File: src/rtl/digit_serial_adder.sv
// digit_serial_adder: adds two WIDTH-bit operands plus carry-in, DIGIT bits per clock.
// Latency: N = WIDTH/DIGIT cycles from the accepting edge to the done_out pulse.
// Backpressure: none; start_in is honoured only in IDLE or DONE and ignored while busy.
//
// Ports:
//   clk_in        clock, rising edge
//   rst_n_in      synchronous active-low reset
//   start_in      request a new addition (accepted in IDLE or DONE)
//   a_in, b_in    WIDTH-bit operands, captured on the accepting edge
//   carry_in      carry-in, captured on the accepting edge
//   busy_out      high while the digit steps are running
//   done_out      one-cycle pulse; results are valid in this cycle
//   sum_out       last completed sum (modulo 2^WIDTH)
//   carry_out     last completed carry out of the MSB
//   overflow_out  last completed signed overflow flag
//
// Optional feature macro: DIGIT_SERIAL_ADDER_OVERFLOW_EN
//   defined   -> overflow_out = carry-into-MSB XOR carry-out-of-MSB, held like carry_out
//   undefined -> overflow_out tied to 0
module digit_serial_adder #(
  parameter int WIDTH = 8,
  parameter int DIGIT = 2
) (
  input  logic             clk_in,
  input  logic             rst_n_in,
  input  logic             start_in,
  input  logic [WIDTH-1:0] a_in,
  input  logic [WIDTH-1:0] b_in,
  input  logic             carry_in,
  output logic             busy_out,
  output logic             done_out,
  output logic [WIDTH-1:0] sum_out,
  output logic             carry_out,
  output logic             overflow_out
);

  localparam int N  = WIDTH / DIGIT;
  localparam int CW = (N > 1) ? $clog2(N) : 1;

  // Reject illegal geometry at elaboration.
  generate
    if (WIDTH < 1 || DIGIT < 1 || DIGIT > WIDTH || (WIDTH % DIGIT) != 0) begin : g_bad_params
      $error("digit_serial_adder: illegal WIDTH=%0d / DIGIT=%0d", WIDTH, DIGIT);
    end
  endgenerate

  typedef enum logic [1:0] {
    ST_IDLE = 2'd0,
    ST_RUN  = 2'd1,
    ST_DONE = 2'd2
  } state_t;

  state_t           state;
  state_t           state_next;
  logic             accept;
  logic             last_step;

  logic [WIDTH-1:0] a_sh;
  logic [WIDTH-1:0] b_sh;
  logic [WIDTH-1:0] res_sh;
  logic [WIDTH-1:0] res_next;
  logic             carry_q;
  logic [CW-1:0]    step_cnt;

  logic [DIGIT-1:0] a_dig;
  logic [DIGIT-1:0] b_dig;
  logic [DIGIT-1:0] psum;
  logic             carry_next;

  // ---------------------------------------------------------------
  // Digit adder: one DIGIT-wide ripple slice fed by the carry register.
  // ---------------------------------------------------------------
  always_comb begin
    a_dig = a_sh[DIGIT-1:0];
    b_dig = b_sh[DIGIT-1:0];
    {carry_next, psum} = {1'b0, a_dig} + {1'b0, b_dig} + {{DIGIT{1'b0}}, carry_q};
    // Partial sum enters at the top; after N steps digit 0 has reached bit 0.
    res_next = (res_sh >> DIGIT) | (WIDTH'(psum) << (WIDTH - DIGIT));
  end

  // ---------------------------------------------------------------
  // Control FSM
  // ---------------------------------------------------------------
  always_ff @(posedge clk_in) begin
    if (!rst_n_in) begin
      state <= ST_IDLE;
    end else begin
      state <= state_next;
    end
  end

  always_comb begin
    state_next = state;
    accept     = 1'b0;
    last_step  = (step_cnt == CW'(N - 1));
    case (state)
      ST_IDLE: begin
        if (start_in) begin
          accept     = 1'b1;
          state_next = ST_RUN;
        end
      end
      ST_RUN: begin
        if (last_step) begin
          state_next = ST_DONE;
        end
      end
      ST_DONE: begin
        // DONE accepts directly so back-to-back operation costs N+1 cycles.
        if (start_in) begin
          accept     = 1'b1;
          state_next = ST_RUN;
        end else begin
          state_next = ST_IDLE;
        end
      end
      default: begin
        state_next = ST_IDLE;
      end
    endcase
  end

  assign busy_out = (state == ST_RUN);
  assign done_out = (state == ST_DONE);

  // ---------------------------------------------------------------
  // Datapath: operand/result shift registers, carry, step counter,
  // and the result registers that only move on completion.
  // ---------------------------------------------------------------
  always_ff @(posedge clk_in) begin
    if (!rst_n_in) begin
      a_sh      <= '0;
      b_sh      <= '0;
      res_sh    <= '0;
      carry_q   <= 1'b0;
      step_cnt  <= '0;
      sum_out   <= '0;
      carry_out <= 1'b0;
    end else if (accept) begin
      a_sh     <= a_in;
      b_sh     <= b_in;
      res_sh   <= '0;
      carry_q  <= carry_in;
      step_cnt <= '0;
    end else if (state == ST_RUN) begin
      a_sh     <= a_sh >> DIGIT;
      b_sh     <= b_sh >> DIGIT;
      res_sh   <= res_next;
      carry_q  <= carry_next;
      step_cnt <= step_cnt + CW'(1);
      if (last_step) begin
        sum_out   <= res_next;
        carry_out <= carry_next;
      end
    end
  end

`ifdef DIGIT_SERIAL_ADDER_OVERFLOW_EN
  logic ovf_q;
  logic carry_into_msb;

  // On the last step the operand MSBs sit at bit DIGIT-1 of the slice, so the
  // carry into the MSB is recovered from sum ^ a ^ b at that position.
  assign carry_into_msb = psum[DIGIT-1] ^ a_dig[DIGIT-1] ^ b_dig[DIGIT-1];

  always_ff @(posedge clk_in) begin
    if (!rst_n_in) begin
      ovf_q <= 1'b0;
    end else if (!accept && state == ST_RUN && last_step) begin
      ovf_q <= carry_into_msb ^ carry_next;
    end
  end

  assign overflow_out = ovf_q;
`else
  assign overflow_out = 1'b0;
`endif

endmodule

File: config.mk
export PLATFORM = sky130hd
export DESIGN_NAME = digit_serial_adder
export DESIGN_NICKNAME = d
export VERILOG_FILES = /design/src/rtl/digit_serial_adder.sv
export SDC_FILE = /design/constraint.sdc
export NUM_CORES = 1
export LEC_CHECK = 0
export BUFFER_PORTS_ARGS = -buffer_cell sky130_fd_sc_hd__buf_2
export CORE_UTILIZATION = 55
export CTS_BUF_LIST = sky130_fd_sc_hd__clkbuf_8
export DETAILED_ROUTE_END_ITERATION = 7
export PLACE_DENSITY = 0.92
export SLEW_MARGIN = 20
export SYNTH_ARGS = -nofsm -noshare
export SYNTH_HDL_FRONTEND = slang
export SYNTH_SLANG_ARGS = --single-unit
export TNS_END_PERCENT = 10
File: constraint.sdc
create_clock -name clk_in -period 2.05 [get_ports clk_in]
set_clock_uncertainty 0.1 [all_clocks]
set_input_delay 0.3075 -clock clk_in [delete_from_list [all_inputs] [get_ports clk_in]]
set_output_delay 0.3075 -clock clk_in [all_outputs]
set_load 0.005 [all_outputs]
==> metrics <==
number of H-tree branching levels 2; MaxCap Viol Count 0; vertical extent of the die 53.9 um; instance count after placement with tap cells included roughly 220; standard cell with the maximum stage delay on the critical path sky130_fd_sc_hd__dfxtp_1; endpoint with the worst hold slack a_sh[7]; Post-Synth XOR/XNOR Area less than 1%; count of final hold-check violations 0; Power Dens Cells 843 nW/um^2; Leakage Power between 0.6 and 0.7 nW; Mapped Cells 166; critical path cell sequence nand2b_1 > inv_6 > buf_2; dominant cells by area after synthesis sky130_fd_sc_hd__dfxtp_1 (49%), sky130_fd_sc_hd__a21oi_1 (9.5%), sky130_fd_sc_hd__nand2_1 (6.6%); total length of routed wires ~2900 um; Final Util between 60% and 70%; ratio of cells with drive above 1 in the final layout around 24%; area taken by multi-input logic gates 627 um^2; fraction of the mapped netlist area in adder cells under 10%; warnings from Yosys 0; slew at the pin closest to its max-slew limit between 600 and 700 ps; CTS root buffer sky130_fd_sc_hd__clkbuf_8; Antenna Diode Count 0; pre-CTS setup slack 249 ps; Worst Hold Depth 3; placer's final routability congestion estimate approximately 0.76; Total Die Area just under 3000 um^2; Avg WL per Cell between 10 and 15 um; headroom to the max-slew limit between 50% and 60%; Via Count approximately 1200; number of placement rows 18; class of the worst hold path in2reg; top cell type's share of synthesized area between 40% and 50%; number of hold buffers added after CTS 0; die span in x ~54 um; worst-skew pair later-pin latency between 200 and 300 ps; required time worst endpoint about 1600 ps; Post-Layout Cell Count 223; total grt overflow 0; kind of launch point of the worst setup path register; remaining antenna violation count 0; simple-gate portion of the synthesized area ~18%; post-synthesis net count between 150 and 200; Final Net Count 215; fraction of synthesized area in multiplexers 0%; I/O Buffers 30; sequential cell area in the final layout slightly above 700 um^2; antenna violations before repair 0; placed wire-length estimate between 1500 and 2000 um; Resized Gates After CTS 0; Reg2Reg Capture Point carry_q; Final Power around 1.4 mW; clock slew at reported path FFs 70 ps; Max VDD drop roughly 0.76 mV; GR Util All Layers 23.7%; combinational family with the most area after synthesis compound AO/OA/AOI/OAI gates; largest net degree at the start of global routing 28; post-synthesis area per instance slightly below 9 um^2; endpoint class of the critical path output port; number of flip-flops and latches in the synthesized netlist 36; setup slack of the critical path after layout between 200 and 300 ps; effective utilization at floorplan around three fifths; top achievable clock speed 570 MHz; distinct cell type count of the synthesized netlist 27; reg-to-reg setup timing slack slightly above 300 ps; setup repair after global routing missed its margin false; I/O pin cnt 32; highest fanout seen on the critical path 23; number of buffers inserted during clock tree synthesis 5; final number of max-transition violations 0; Seq/Total Area, Yosys slightly below 50%; complex-gate fraction of the synthesized area 20.0%; family with the most delay on the worst path flip-flops; length in cells of the worst reg-to-reg path 5; number of buffers added for setup after CTS 0; TritonCTS sink count 36; Setup Total Neg Slack 0 ps; first-pass GRT wire length between 4000 and 5000 um; cell type contributing the most total cell area after synthesis sky130_fd_sc_hd__dfxtp_1; worst stage delay on the critical path 420 ps; DRC 0; Core Footprint roughly 2500 um^2; Crit Path Class reg2out; count of endpoints failing setup in the final report 0; Fillers about 220; cell area after synthesis roughly 1500 um^2; crit path time final roughly 1800 ps; fin crit share between 80% and 90%; vias in the first global route between 1000 and 1500; clock tree from TritonCTS yes; Max Buffers Root-to-Sink 2; vias per inst 5.56; data arrival time of the critical path between 1000 and 1500 ps; run status completed; starting DRC count in detailed routing 21; total buffers and inverters traversed by the critical path 2; Detailed Routing Iterations Pass 1 4; startpoint of the lowest-slack hold path a_in[7]; Crit Reg-Reg Startpoint a_sh[0]; area added between synthesis and finish 13.1%
-- layer usage --
metal  vias to the layer above  GRT usage [%]  share of wire (%)
met5                         -              0                  0
met1                       575           24.7                 42
met3                         9           10.2                5.3
met4                         0           12.7                2.0
met2                        37           39.7                 50
li1                        619              -                  -
-- synthesized netlist by cell type (all sizes together) --
| library cell | count |
|---|---|
| nand2 | 27 |
| buf | 13 |
| nor2b | 2 |
| a22oi | 12 |
| o21ai | 1 |
| nand2b | 2 |
| and3b | 1 |
| nor2 | 7 |
| conb | 1 |
| ha | 1 |
| and2 | 1 |
| fa | 2 |
| a2bb2oi | 1 |
| nand3 | 17 |
| dfxtp | 36 |
| a21oi | 28 |
| xnor2 | 1 |
| nand3b | 1 |
| inv | 7 |
| a211oi | 5 |
-- worst register-to-register path: stages (launching register included) --
cell and delay, ps:
sky130_fd_sc_hd__dfxtp_1 330, sky130_fd_sc_hd__inv_1 60, sky130_fd_sc_hd__fa_1 440, sky130_fd_sc_hd__fa_1 430, sky130_fd_sc_hd__a2bb2oi_1 170, sky130_fd_sc_hd__a21oi_1 140
-- report_power, final --
| part | total [mW] | switching (mW) | internal, mW | leakage, nW |
|---|---|---|---|---|
| combinational | 0.147 | 0.0904 | 0.0569 | 0.308 |
| sequential | 0.746 | 0.0174 | 0.728 | 0.293 |
| clock | 0.518 | 0.250 | 0.268 | 0.0510 |
-- cell usage in the layout, fill, tap and decap left out, drive strengths merged --
master and n:
inv 7, o21ai 1, clkbuf 6, fa 2
nand3 17, nand3b 1, a2bb2oi 1, dfxtp 36
conb 1, nor2b 2, buf 32, nand2 27
a21oi 28, a22oi 12, xnor2 1, nor2 7
and2 1, a211oi 5, clkinv 2, ha 1
nand2b 2, and3b 1
-- registers in the layout, summed over array words and instances (netlist names) --
name,count
sum_out,8
a_sh,8
res_sh,6
state,2
b_sh,8
carry_q,1
step_cnt,2
carry_out,1
-- how the worst max path moves through the flow --
stage / from / end / slack (ps) / cells past startpoint
2_1_floorplan: a_sh[0] / sum_out[7] / 440 / 4
3_3_place_gp: start_in / a_sh[5] / 340 / 4
3_5_place_dp: start_in / a_sh[4] / 250 / 4
4_1_cts: state[0] / a_sh[4] / 260 / 3
5_1_grt: a_sh[0] / carry_q / 170 / 5
6_report: state[0] / busy_out / 300 / 3
-- logic make-up (layout without fill, tap and decap cells) --
group | count (synthesis) | after routing
AND/OR/NAND/NOR | 58 | 58
AO/OA/AOI/OAI | 47 | 47
flip-flops | 36 | 36
buffers and inverters | 20 | 47
adder cells (fa/ha/maj) | 3 | 3
other | 1 | 1
XOR/XNOR | 1 | 1
-- final cells by class --
type,count,share of cell area [%]
clock buffers,6,4.93
well taps,30,2.24
inverters,7,1.87
repair buffers,32,9.87
multi-input cells,110,37.4
flip-flops and latches,36,43.0
clock inverters,2,0.598
-- metrics by stage --
stage	hold WS, ps	cell area [um^2]
floorplan	329	1480
global placement	340	1580
detailed placement	348	1580
CTS	141	1670
global route	158	1670
finish	151	1670
No activity file was read; power rests on OpenSTA's default activity.
